**config.mk**
```make
export PLATFORM = sky130hd
export DESIGN_NAME = hazard_ctrl
export DESIGN_NICKNAME = d
export VERILOG_FILES = /design/src/rtl/hazard_ctrl_pkg.sv /design/src/rtl/hazard_ctrl_md_timer.sv /design/src/rtl/hazard_ctrl.sv
export SDC_FILE = /design/constraint.sdc
export NUM_CORES = 1
export LEC_CHECK = 0
export CAP_MARGIN = 10
export CORE_ASPECT_RATIO = 0.9
export CORE_MARGIN = 2
export CORE_UTILIZATION = 37
export DETAILED_ROUTE_END_ITERATION = 8
export PLACE_DENSITY = 0.75
export RECOVER_POWER = 50
export SLEW_MARGIN = 40
export SYNTH_ARGS = -nofsm -noshare
export SYNTH_HDL_FRONTEND = slang
export SYNTH_SLANG_ARGS = --single-unit
```
**constraint.sdc**
```tcl
create_clock -name clk -period 2.9 [get_ports clk]
set_clock_uncertainty 0.1 [all_clocks]
set_input_delay 0.725 -clock clk [delete_from_list [all_inputs] [get_ports clk]]
set_output_delay 0.725 -clock clk [all_outputs]
set_load 0.02 [all_outputs]
```
**src/rtl/hazard_ctrl_pkg.sv**
```systemverilog
// Shared definitions for the pipeline hazard controller: FSM states,
// mult/div default latency, register-zero constant and operand-match helper.
package hazard_ctrl_pkg;

  typedef enum logic {
    RUN     = 1'b0,
    MD_BUSY = 1'b1
  } hz_state_e;

  localparam int unsigned MD_CYCLES_DEFAULT = 32;
  localparam logic [4:0]  REG_ZERO          = 5'b00000;

  // True when r is a real register that the ID instruction actually reads.
  function automatic logic src_match(
    input logic [4:0] r,
    input logic [4:0] rs,
    input logic       uses_rs,
    input logic [4:0] rt,
    input logic       uses_rt
  );
    return (r != REG_ZERO) && ((uses_rs && (r == rs)) || (uses_rt && (r == rt)));
  endfunction

endpackage

```
**src/rtl/hazard_ctrl_md_timer.sv**
```systemverilog
// Loadable down-counter with enable; flags when the count has reached zero.
module md_timer
  import hazard_ctrl_pkg::*;
#(
  parameter int unsigned CNT_W = 6
) (
  input  logic             clk,
  input  logic             rst,
  input  logic             load,
  input  logic [CNT_W-1:0] load_val,
  input  logic             en,
  output logic             zero
);

  logic [CNT_W-1:0] cnt;

  always_ff @(posedge clk) begin
    if (rst) begin
      cnt <= '0;
    end else if (load) begin
      cnt <= load_val;
    end else if (en) begin
      cnt <= cnt - 1'b1;
    end
  end

  assign zero = (cnt == '0);

endmodule

```
**src/rtl/hazard_ctrl.sv**
```systemverilog
// Pipeline hazard and sequencing controller: per-stage stall/flush generation
// for load-use, branch-operand, mult/div occupancy, memory wait and exceptions.
module hazard_ctrl
  import hazard_ctrl_pkg::*;
#(
  parameter int unsigned MD_CYCLES = MD_CYCLES_DEFAULT,
  parameter int unsigned CNT_W     = 6
) (
  input  logic       clk,
  input  logic       rst,
  input  logic [4:0] id_Rs,
  input  logic [4:0] id_Rt,
  input  logic       id_uses_rs,
  input  logic       id_uses_rt,
  input  logic       id_is_branch,
  input  logic [4:0] ex_wreg,
  input  logic       ex_RegWrite,
  input  logic       ex_MemRead,
  input  logic       ex_md_start,
  input  logic [4:0] mem_wreg,
  input  logic       mem_MemRead,
  input  logic       mem_stall,
  input  logic       exc_req,
  output logic       stall_pc,
  output logic       stall_if_id,
  output logic       stall_id_ex,
  output logic       stall_ex_mem,
  output logic       flush_if_id,
  output logic       flush_id_ex,
  output logic       flush_ex_mem,
  output logic       flush_mem_wb,
  output logic       md_busy,
  output logic       md_result_valid,
  output logic       exc_redirect
);

  localparam logic [CNT_W-1:0] MD_LOAD = CNT_W'(MD_CYCLES - 1);

  hz_state_e        state;
  hz_state_e        state_next;
  logic             tmr_load;
  logic [CNT_W-1:0] tmr_load_val;
  logic             tmr_en;
  logic             cnt_zero;
  logic             ex_match;
  logic             mem_match;
  logic             branch_hz;
  logic             load_use;

  md_timer #(.CNT_W(CNT_W)) u_md_timer (
    .clk      (clk),
    .rst      (rst),
    .load     (tmr_load),
    .load_val (tmr_load_val),
    .en       (tmr_en),
    .zero     (cnt_zero)
  );

  assign ex_match  = src_match(ex_wreg,  id_Rs, id_uses_rs, id_Rt, id_uses_rt);
  assign mem_match = src_match(mem_wreg, id_Rs, id_uses_rs, id_Rt, id_uses_rt);
  assign branch_hz = id_is_branch && ((ex_RegWrite && ex_match) || (mem_MemRead && mem_match));
  assign load_use  = ex_MemRead && ex_match;

  always_ff @(posedge clk) begin
    if (rst) begin
      state <= RUN;
    end else begin
      state <= state_next;
    end
  end

  // Exception reloads the timer with zero so an aborted mult/div leaves no residue.
  always_comb begin
    state_next   = state;
    tmr_load     = 1'b0;
    tmr_load_val = '0;
    tmr_en       = 1'b0;
    if (exc_req) begin
      state_next = RUN;
      tmr_load   = 1'b1;
    end else if (mem_stall) begin
      state_next = state;
    end else if (state == MD_BUSY) begin
      if (!cnt_zero) begin
        tmr_en = 1'b1;
      end else begin
        state_next = RUN;
      end
    end else if (ex_md_start) begin
      state_next   = MD_BUSY;
      tmr_load     = 1'b1;
      tmr_load_val = MD_LOAD;
    end
  end

  always_comb begin
    stall_pc        = 1'b0;
    stall_if_id     = 1'b0;
    stall_id_ex     = 1'b0;
    stall_ex_mem    = 1'b0;
    flush_if_id     = 1'b0;
    flush_id_ex     = 1'b0;
    flush_ex_mem    = 1'b0;
    flush_mem_wb    = 1'b0;
    md_busy         = 1'b0;
    md_result_valid = 1'b0;
    exc_redirect    = 1'b0;
    if (!rst) begin
      if (exc_req) begin
        flush_if_id  = 1'b1;
        flush_id_ex  = 1'b1;
        flush_ex_mem = 1'b1;
        flush_mem_wb = 1'b1;
        exc_redirect = 1'b1;
      end else if (mem_stall) begin
        stall_pc     = 1'b1;
        stall_if_id  = 1'b1;
        stall_id_ex  = 1'b1;
        stall_ex_mem = 1'b1;
        flush_mem_wb = 1'b1;
        md_busy      = (state == MD_BUSY);
      end else if (state == MD_BUSY) begin
        if (!cnt_zero) begin
          stall_pc     = 1'b1;
          stall_if_id  = 1'b1;
          stall_id_ex  = 1'b1;
          stall_ex_mem = 1'b1;
          flush_mem_wb = 1'b1;
          md_busy      = 1'b1;
        end else begin
          md_result_valid = 1'b1;
        end
      end else if (ex_md_start) begin
        stall_pc     = 1'b1;
        stall_if_id  = 1'b1;
        stall_id_ex  = 1'b1;
        stall_ex_mem = 1'b1;
        flush_mem_wb = 1'b1;
        md_busy      = 1'b1;
      end else if (branch_hz || load_use) begin
        stall_pc    = 1'b1;
        stall_if_id = 1'b1;
        flush_id_ex = 1'b1;
      end
    end
  end

endmodule

```
==> impl_metrics.py, run 1 <==
metrics = {
    "status": {
        "status": "completed",
    },
    "die": {
        "io_pins": 42,
        "die-area_um2": 2320,
        "start_util": 0.384,
        "rows": 15,
        "core_area_um2": 1880,
        "die_w_um": 50.5,
        "die_h_um": 45.9,
    },
    "drt": {
        "drtPass1Iterations": 4,
        "drt-total-wl_mm": 2.22,
        "ant_nets": 0,
        "drc": 0,
        "via_count": 859,
        "routedWlPerCell_um": 13.2,
        "viasPerCell": 5.11,
        "first_iter_violations": 22,
    },
    "grt": {
        "grt_max_degree": 9,
        "grt_pass1_vias": 792,
        "grt_overflow": 0,
        "antenna_found_initial": 0,
        "grt_pass1_wl_mm": 3.42,
        "grt_usage": 0.198,
    },
    "sta": {
        "slew_viol_final": 0,
        "fin_ws_ns": 0.0371,
        "hold_viol": 0,
        "period_share": 0.987,
        "fmax_mhz": 349,
        "setup-violations-final": 0,
        "worstMarginPinSlew_ns": 0.276,
        "period_needed_ns": 2.86,
        "slew_headroom": 0.815,
    },
    "worst_setup_path": {
        "cp.required_ns": 2.08,
        "criticalPathCategory": "in -> out",
        "cp-end-kind": "output port",
        "startpoint_type": "primary input",
        "crit_fanout": 2,
        "cp.arrival_ns": 2.04,
    },
    "finish": {
        "stdcell_count": 168,
        "mostFrequentLayoutCells": "dlygate4sd2_1 (21), xnor2_1 (17), clkdlybuf4s50_1 (9), a21oi_1 (8), buf_4 (8)",
        "num-nets-final": 176,
        "utilization": 0.667,
        "drive_gt1_frac": 0.259,
        "num_antenna_cells": 0,
        "area_delta_synth_final_pct": 73.6,
        "layout_commonest_cell": "dlygate4sd2_1",
    },
    "power": {
        "ir_drop_uv": 202,
        "power.leakage_nw": 0.527,
        "power_density_nw_per_um2": 290,
    },
    "yosys": {
        "synth_top_family_by_area": "simple AND/OR/NAND/NOR gates",
        "ys_types": 28,
        "synth_mux_area_frac": 0,
        "synth-seq-area-share": 0.194,
        "synth_xor_area_frac": 0.243,
        "synthAdderAreaFrac": 0.0174,
        "syn-cell-area_um2": 721,
        "yosys.area_share.simple": 0.260,
        "synth_compound_area_frac": 0.191,
        "postSynthAreaPerCell_um2": 7.67,
        "synth_warnings": 0,
        "ys_ff_latch": 7,
        "syn_inst": 94,
        "synthesis.nets": 126,
    },
    "cts": {
        "cts_tree": "yes",
        "insertion_delay_ns": 0.26,
        "ctsHoldBuffers": 0,
        "cts.sinks": 7,
        "path_clk_slew_ns": 0.05,
        "h-tree-depth": 1,
        "ctsRootBufferMaster": "clkbuf_4",
        "numCtsBuffers": 3,
        "cts.path.max_buffers": 2,
    },
    "placement": {
        "post-place-ws_ns": -0.723,
        "portBuffers": 41,
        "gp_congestion": 0.762,
        "dp_hpwl_mm": 1.85,
        "dp_cells": 164,
    },
    "flow_run": {
        "maxCapViolCount": 0,
    },
    "worst_hold_path": {
        "hold_class": "reg -> reg",
    },
}
metrics by stage:
| step | setup TNS (ns) | power (mW) | hold WS (ns) | cell area (um2) |
|---|---|---|---|---|
| final | 0 | 0.362 | 0.409 | 1250 |
| after global routing | -0.00513 | 0.382 | 0.421 | 1250 |
| after CTS | -0.0555 | 0.362 | 0.413 | 1210 |
| after detailed placement | -4.11 | 0.275 | 0.407 | 1200 |
| after global placement | -3.89 | 0.271 | 0.400 | 1200 |
| after floorplan | 0 | 0.190 | 0.353 | 726 |
worst max-delay path, stage by stage:
cell and delay (ns):
buf_2 0.11, or3_1 0.35, o311a_1 0.30, a22oi_2 0.26, o22ai_1 0.12, buf_4 0.17
cell usage after synthesis, drive strengths merged:
library cell  instances  area, um2
a211oi                3       22.5
a21oi                10       53.8
a22oi                 1       7.51
a311oi                2       17.5
and3                  1       6.26
buf                   5       41.3
clkbuf                1       3.75
dfxtp                 7        140
ha                    1       12.5
inv                   6       22.5
nand2                 6       22.5
nand2b                1       6.26
nand4                 4       25.0
nor2                  5       18.8
nor3                  5       25.0
nor3b                 2       26.3
nor4                  1       6.26
o22ai                 3       18.8
o311a                 1       10.0
o31ai                 1       7.51
or2                   4       25.0
or3                   3       18.8
or4                   1       7.51
xnor2                20        175
per-layer routing:
metal,GRT usage,wire [um]
met2,0.347,1150
met4,0.0378,16
met1,0.252,914
met3,0.0461,129
met5,0,0
where the power goes:
| group | leakage [nW] | total, mW | switching, mW | internal [mW] |
|---|---|---|---|---|
| registers | 0.0576 | 0.108 | 0.00596 | 0.102 |
| clock network | 0.0150 | 0.0901 | 0.0375 | 0.0526 |
| logic | 0.454 | 0.164 | 0.0756 | 0.0888 |
| total | 0.527 | 0.362 | 0.119 | 0.243 |
what timing repair did:
item,in CTS,in global routing
buffers inserted,0,0
setup endpoints to repair,11,5
gates resized for setup,70,12
cloned,0,0
pin swaps,11,6
worst paths after layout:
| path | start | endpoint | slack (ns) | depth (start not counted) |
|---|---|---|---|---|
| worst max-delay path | mem_wreg[1] | flush_id_ex | 0.04 | 6 |
| worst min-delay path | u_md_timer.cnt[1] | u_md_timer.cnt[1] | 0.41 | 2 |
| worst max register to register | u_md_timer.cnt[0] | u_md_timer.cnt[5] | 0.86 | 8 |
| worst min register to register | u_md_timer.cnt[1] | u_md_timer.cnt[1] | 0.41 | 2 |
final cells by class:
class | count | area [um2]
tap | 25 | 31.3
fill | 174 | 626
sequential | 7 | 140
timing repair buffer | 51 | 450
multi-input combinational | 75 | 581
clock buffer | 4 | 26.3
inverter | 6 | 22.5
cell families after synthesis:
group                      count (synthesis)
xor gates and xnor gates                  20
AOI/OAI and AO/OA                         21
adders and majority gates                  1
DFF                                        7
buffers and inverters                     12
and+or+nand+nor                           33
state kept, by name, indices dropped and copies added, names as in the netlist:
signal and cells:
u_md_timer.cnt 6, state 1
(Power assumes the default switching activity.)
==> run 2: changes to the inputs <==
Settings changed: CELL_PAD_IN_SITES_DETAIL_PLACEMENT set to 2, CELL_PAD_IN_SITES_GLOBAL_PLACEMENT set to 2, CORE_UTILIZATION 37 to 19.
==> impl_metrics.py, run 2 (synthesis gave the netlist of run 1 again) <==
metrics = {
    "status": {
        "status": "finished, violations left",
        "violations": "setup timing",
    },
    "placement": {
        "dp_hpwl_mm": 2.71,
        "gp_congestion": 0.917,
        "portBuffers": 41,
        "dp_cells": 191,
    },
    "die": {
        "io_pins": 42,
        "die_h_um": 62.4,
        "die_w_um": 68.9,
        "die-area_um2": 4300,
        "core_area_um2": 3680,
        "rows": 21,
        "start_util": 0.196,
    },
    "sta": {
        "period_needed_ns": 2.90,
        "setup-violations-final": 2,
        "fin_ws_ns": -0.000979,
        "hold_viol": 0,
        "period_share": 1.00,
        "rsz0062_at_grt": "yes",
        "fmax_mhz": 345,
        "worst_hold_slack_ns": 0.431,
        "slew_headroom": 0.685,
        "slew_viol_final": 0,
        "worstMarginPinSlew_ns": 0.472,
    },
    "worst_setup_path": {
        "r2r_end": "u_md_timer.cnt[5]",
        "rr_worst_depth": 8,
        "criticalPathCategory": "in -> out",
        "worstSetupStartpoint": "id_Rt[4]",
        "crit_fanout": 2,
        "cp.arrival_ns": 2.08,
        "cp-end-kind": "output port",
        "reg2reg_slack_ns": 0.71,
        "cp.required_ns": 2.08,
        "reg2reg_from": "u_md_timer.cnt[0]",
        "crit_path_end": "stall_pc",
        "startpoint_type": "primary input",
    },
    "finish": {
        "utilization": 0.370,
        "num_antenna_cells": 0,
        "mostFrequentLayoutCells": "buf_4 (17), xnor2_1 (14), dlygate4sd2_1 (12), a21oi_1 (9), clkdlybuf4s50_1 (8)",
        "stdcell_count": 196,
        "num-nets-final": 183,
        "largest_register_ffs": 6,
        "area_delta_synth_final_pct": 89.1,
        "layout_commonest_cell": "buf_4",
        "top_register": "u_md_timer.cnt",
        "drive_gt1_frac": 0.347,
        "reg_top3": "u_md_timer.cnt (6), state (1)",
    },
    "power": {
        "power_density_nw_per_um2": 317,
        "ir_drop_uv": 189,
        "swShare": 0.318,
        "p_seq_frac": 0.251,
        "p_int_uw": 295,
        "power.leakage_nw": 0.578,
        "power_uw": 432,
        "clockPowerShare": 0.321,
        "share_comb_of_total_power": 0.427,
        "p_switching_uw": 137,
    },
    "grt": {
        "antenna_found_initial": 0,
        "grt_max_degree": 9,
        "grt_usage": 0.166,
        "grt_pass1_wl_mm": 5.26,
        "grt_overflow": 0,
        "grt_pass1_vias": 1062,
    },
    "drt": {
        "ant_nets": 0,
        "first_iter_violations": 18,
        "routedWlPerCell_um": 17.3,
        "drc": 0,
        "viasPerCell": 4.63,
        "routed.top_layer": "met4",
        "via_count": 907,
        "drt-total-wl_mm": 3.39,
        "route.met3.wl_um": 138,
        "wl_met1_mm": 1.54,
        "met2_length_mm": 1.66,
        "drtPass1Iterations": 4,
    },
    "flow_run": {
        "maxCapViolCount": 0,
    },
    "cts": {
        "insertion_delay_ns": 0.23,
        "numCtsBuffers": 3,
        "path_clk_slew_ns": 0.04,
        "h-tree-depth": 1,
        "ctsHoldBuffers": 0,
        "ctsRootBufferMaster": "clkbuf_8",
        "cts.sinks": 7,
        "cts_tree": "yes",
        "cts.path.max_buffers": 2,
    },
    "worst_hold_path": {
        "hold_class": "reg -> reg",
    },
}
-- run 2: how the worst min path moves through the flow --
stage               cells after the start                end  slack (ns)               from
floorplan                               1  u_md_timer.cnt[0]        0.35  u_md_timer.cnt[0]
global placement                        1  u_md_timer.cnt[4]        0.41  u_md_timer.cnt[4]
detailed placement                      1  u_md_timer.cnt[4]        0.41  u_md_timer.cnt[4]
CTS                                     1  u_md_timer.cnt[4]        0.43  u_md_timer.cnt[4]
global route                            1  u_md_timer.cnt[4]        0.49  u_md_timer.cnt[4]
finish                                  1  u_md_timer.cnt[4]        0.43  u_md_timer.cnt[4]
-- run 2: critical path: stages --
cell	delay (ns)
dlygate4sd2_1	0.27
xnor2_1	0.20
nand4_1	0.18
o22ai_2	0.14
a22oi_2	0.11
o31ai_2	0.26
buf_4	0.20
-- run 2: stage by stage --
| stage | setup WS, ns | TNS, ns | area, um2 |
|---|---|---|---|
| final | -0.000979 | -0.00193 | 1360 |
| after global routing | -0.100 | -0.235 | 1360 |
| after CTS | -0.0447 | -0.106 | 1310 |
| after detailed placement | -0.801 | -4.87 | 1270 |
| after global placement | -0.774 | -4.58 | 1270 |
| after floorplan | 0.142 | 0 | 726 |
-- run 2: layout make-up --
class	count	area [um2]
timing repair buffer	58	490
tap	46	57.6
sequential	7	140
clock buffer	4	45.0
inverter	6	22.5
multi-input combinational	75	607
fill	429	2320
-- run 2: layer usage --
metal / up-vias / global-route usage
met1: 433 / 0.210
met3: 6 / 0.0378
met5: - / 0
met2: 26 / 0.273
li1: 442 / -
met4: 0 / 0.0564
-- run 2: timing repair --
| action | in CTS | in global routing |
|---|---|---|
| pin swaps | 16 | 16 |
| resized for setup | 81 | 21 |
| setup endpoints to repair | 11 | 3 |
| setup buffers | 1 | 0 |
-- run 2: power groups by stage --
stage | clock, mW | combinational, mW | sequential [mW]
2_1_floorplan | 0 | 0.0811 | 0.108
3_3_place_gp | 0 | 0.173 | 0.109
3_5_place_dp | 0 | 0.180 | 0.110
4_1_cts | 0.144 | 0.174 | 0.108
5_1_grt | 0.152 | 0.199 | 0.109
6_report | 0.139 | 0.185 | 0.109
==> run 3: changes to the inputs <==
Settings changed: SETUP_SLACK_MARGIN set to 0.15, SLEW_MARGIN 40 to 20.
==> impl_metrics.py, run 3 (synthesis gave the netlist of run 1 again) <==
metrics = {
    "grt": {
        "grt_overflow": 0,
        "grt_max_degree": 9,
        "grt_pass1_wl_mm": 5.40,
        "grt_usage": 0.171,
        "antenna_found_initial": 0,
        "grt_pass1_vias": 1014,
    },
    "drt": {
        "via_count": 909,
        "drc": 0,
        "first_iter_violations": 17,
        "routedWlPerCell_um": 17.4,
        "viasPerCell": 4.69,
        "drtPass1Iterations": 4,
        "ant_nets": 0,
        "drt-total-wl_mm": 3.38,
    },
    "worst_setup_path": {
        "cp.arrival_ns": 2.10,
        "cp.required_ns": 2.08,
        "criticalPathCategory": "in -> out",
        "crit_fanout": 3,
        "cp-end-kind": "output port",
        "startpoint_type": "primary input",
    },
    "placement": {
        "portBuffers": 41,
        "gp_congestion": 0.887,
        "post-place-ws_ns": -0.812,
        "dp_cells": 188,
        "dp_hpwl_mm": 2.77,
    },
    "power": {
        "p_seq_frac": 0.253,
        "power_density_nw_per_um2": 318,
        "p_switching_uw": 138,
        "clockPowerShare": 0.321,
        "p_int_uw": 294,
        "ir_drop_uv": 156,
        "swShare": 0.320,
        "power.leakage_nw": 0.563,
        "power_uw": 432,
        "share_comb_of_total_power": 0.426,
    },
    "die": {
        "start_util": 0.196,
        "core_area_um2": 3680,
        "die_h_um": 62.4,
        "die-area_um2": 4300,
        "die_w_um": 68.9,
        "rows": 21,
        "io_pins": 42,
    },
    "status": {
        "status": "finished, violations left",
        "violations": "setup timing",
    },
    "finish": {
        "reg_top3": "u_md_timer.cnt (6), state (1)",
        "top_register": "u_md_timer.cnt",
        "nFillCells": 433,
        "mostFrequentLayoutCells": "xnor2_1 (17), buf_4 (15), dlygate4sd2_1 (11), a21oi_1 (7), clkdlybuf4s15_1 (7)",
        "drive_gt1_frac": 0.358,
        "layout_commonest_cell": "xnor2_1",
        "num_antenna_cells": 0,
        "num-nets-final": 181,
        "stdcell_count": 194,
        "utilization": 0.369,
        "largest_register_ffs": 6,
        "area_delta_synth_final_pct": 88.4,
    },
    "sta": {
        "period_needed_ns": 2.92,
        "fmax_mhz": 342,
        "slew_viol_final": 0,
        "slew_headroom": 0.656,
        "setup-violations-final": 3,
        "rsz0062_at_grt": "yes",
        "period_share": 1.01,
        "fin_ws_ns": -0.0232,
        "worstMarginPinSlew_ns": 0.517,
        "fin_tns_setup_ns": -0.0294,
        "hold_viol": 0,
    },
    "cts": {
        "ctsRootBufferMaster": "clkbuf_8",
        "cts.path.max_buffers": 2,
        "cts.sinks": 7,
        "cts_tree": "yes",
        "path_clk_slew_ns": 0.04,
        "insertion_delay_ns": 0.23,
        "h-tree-depth": 1,
        "numCtsBuffers": 3,
        "ctsHoldBuffers": 0,
    },
    "flow_run": {
        "maxCapViolCount": 0,
    },
    "worst_hold_path": {
        "hold_class": "reg -> reg",
    },
}
run 3: changes by cell type in the layout (fill, tap and decap cells not counted), sizes merged:
cell	delta
buf	-3
dlygate4sd2	-1
dlymetal6s2s	+1
clkdlybuf4s15	-1
clkdlybuf4s50	-2
clkbuf	+4
run 3: worst max-delay path, cell delays in order:
cell     delay [ns]
buf_8          0.10
or3_1          0.36
o311a_1        0.31
a22oi_2        0.33
o22ai_2        0.12
buf_6          0.15
run 3: repair_timing:
item / CTS / global route
pin swaps: 12 / 21
resized for setup: 82 / 35
buffers inserted: 0 / 2
setup endpoints to repair: 11 / 10
run 3: cell type report:
type,instances,area (um2),area share
multi-input combinational,75,606,0.446
inverter,6,22.5,0.0166
tap,46,57.6,0.0424
timing repair buffer,56,484,0.357
clock buffer,4,45.0,0.0332
sequential,7,143,0.105
run 3: power by group through the flow:
stage,sequential [mW],clock (mW),combinational (mW)
after floorplan,0.109,0,0.0828
after global placement,0.110,0,0.171
after detailed placement,0.110,0,0.179
after CTS,0.109,0.140,0.174
after global routing,0.110,0.152,0.200
final,0.109,0.139,0.184
run 3: final timing paths:
check	startpoint	end	slack, ns	depth (start not counted)
hold / removal	u_md_timer.cnt[1]	u_md_timer.cnt[1]	0.43	2
setup / recovery	mem_wreg[1]	flush_id_ex	-0.02	6
setup reg to reg	u_md_timer.cnt[0]	u_md_timer.cnt[2]	0.66	8
hold reg to reg	u_md_timer.cnt[1]	u_md_timer.cnt[1]	0.43	2
run 3: metrics by stage:
step | hold WS [ns] | cell area (um2)
after floorplan | 0.353 | 739
after global placement | 0.400 | 1260
after detailed placement | 0.438 | 1260
after CTS | 0.445 | 1300
after global routing | 0.466 | 1360
final | 0.427 | 1360
run 3: per-layer routing:
layer,routed length [um],global-route usage,up-vias
met1,1550,0.225,446
met3,102,0.0360,2
met2,1710,0.291,20
li1,-,-,441
met5,0,0,-
met4,14,0.0221,0
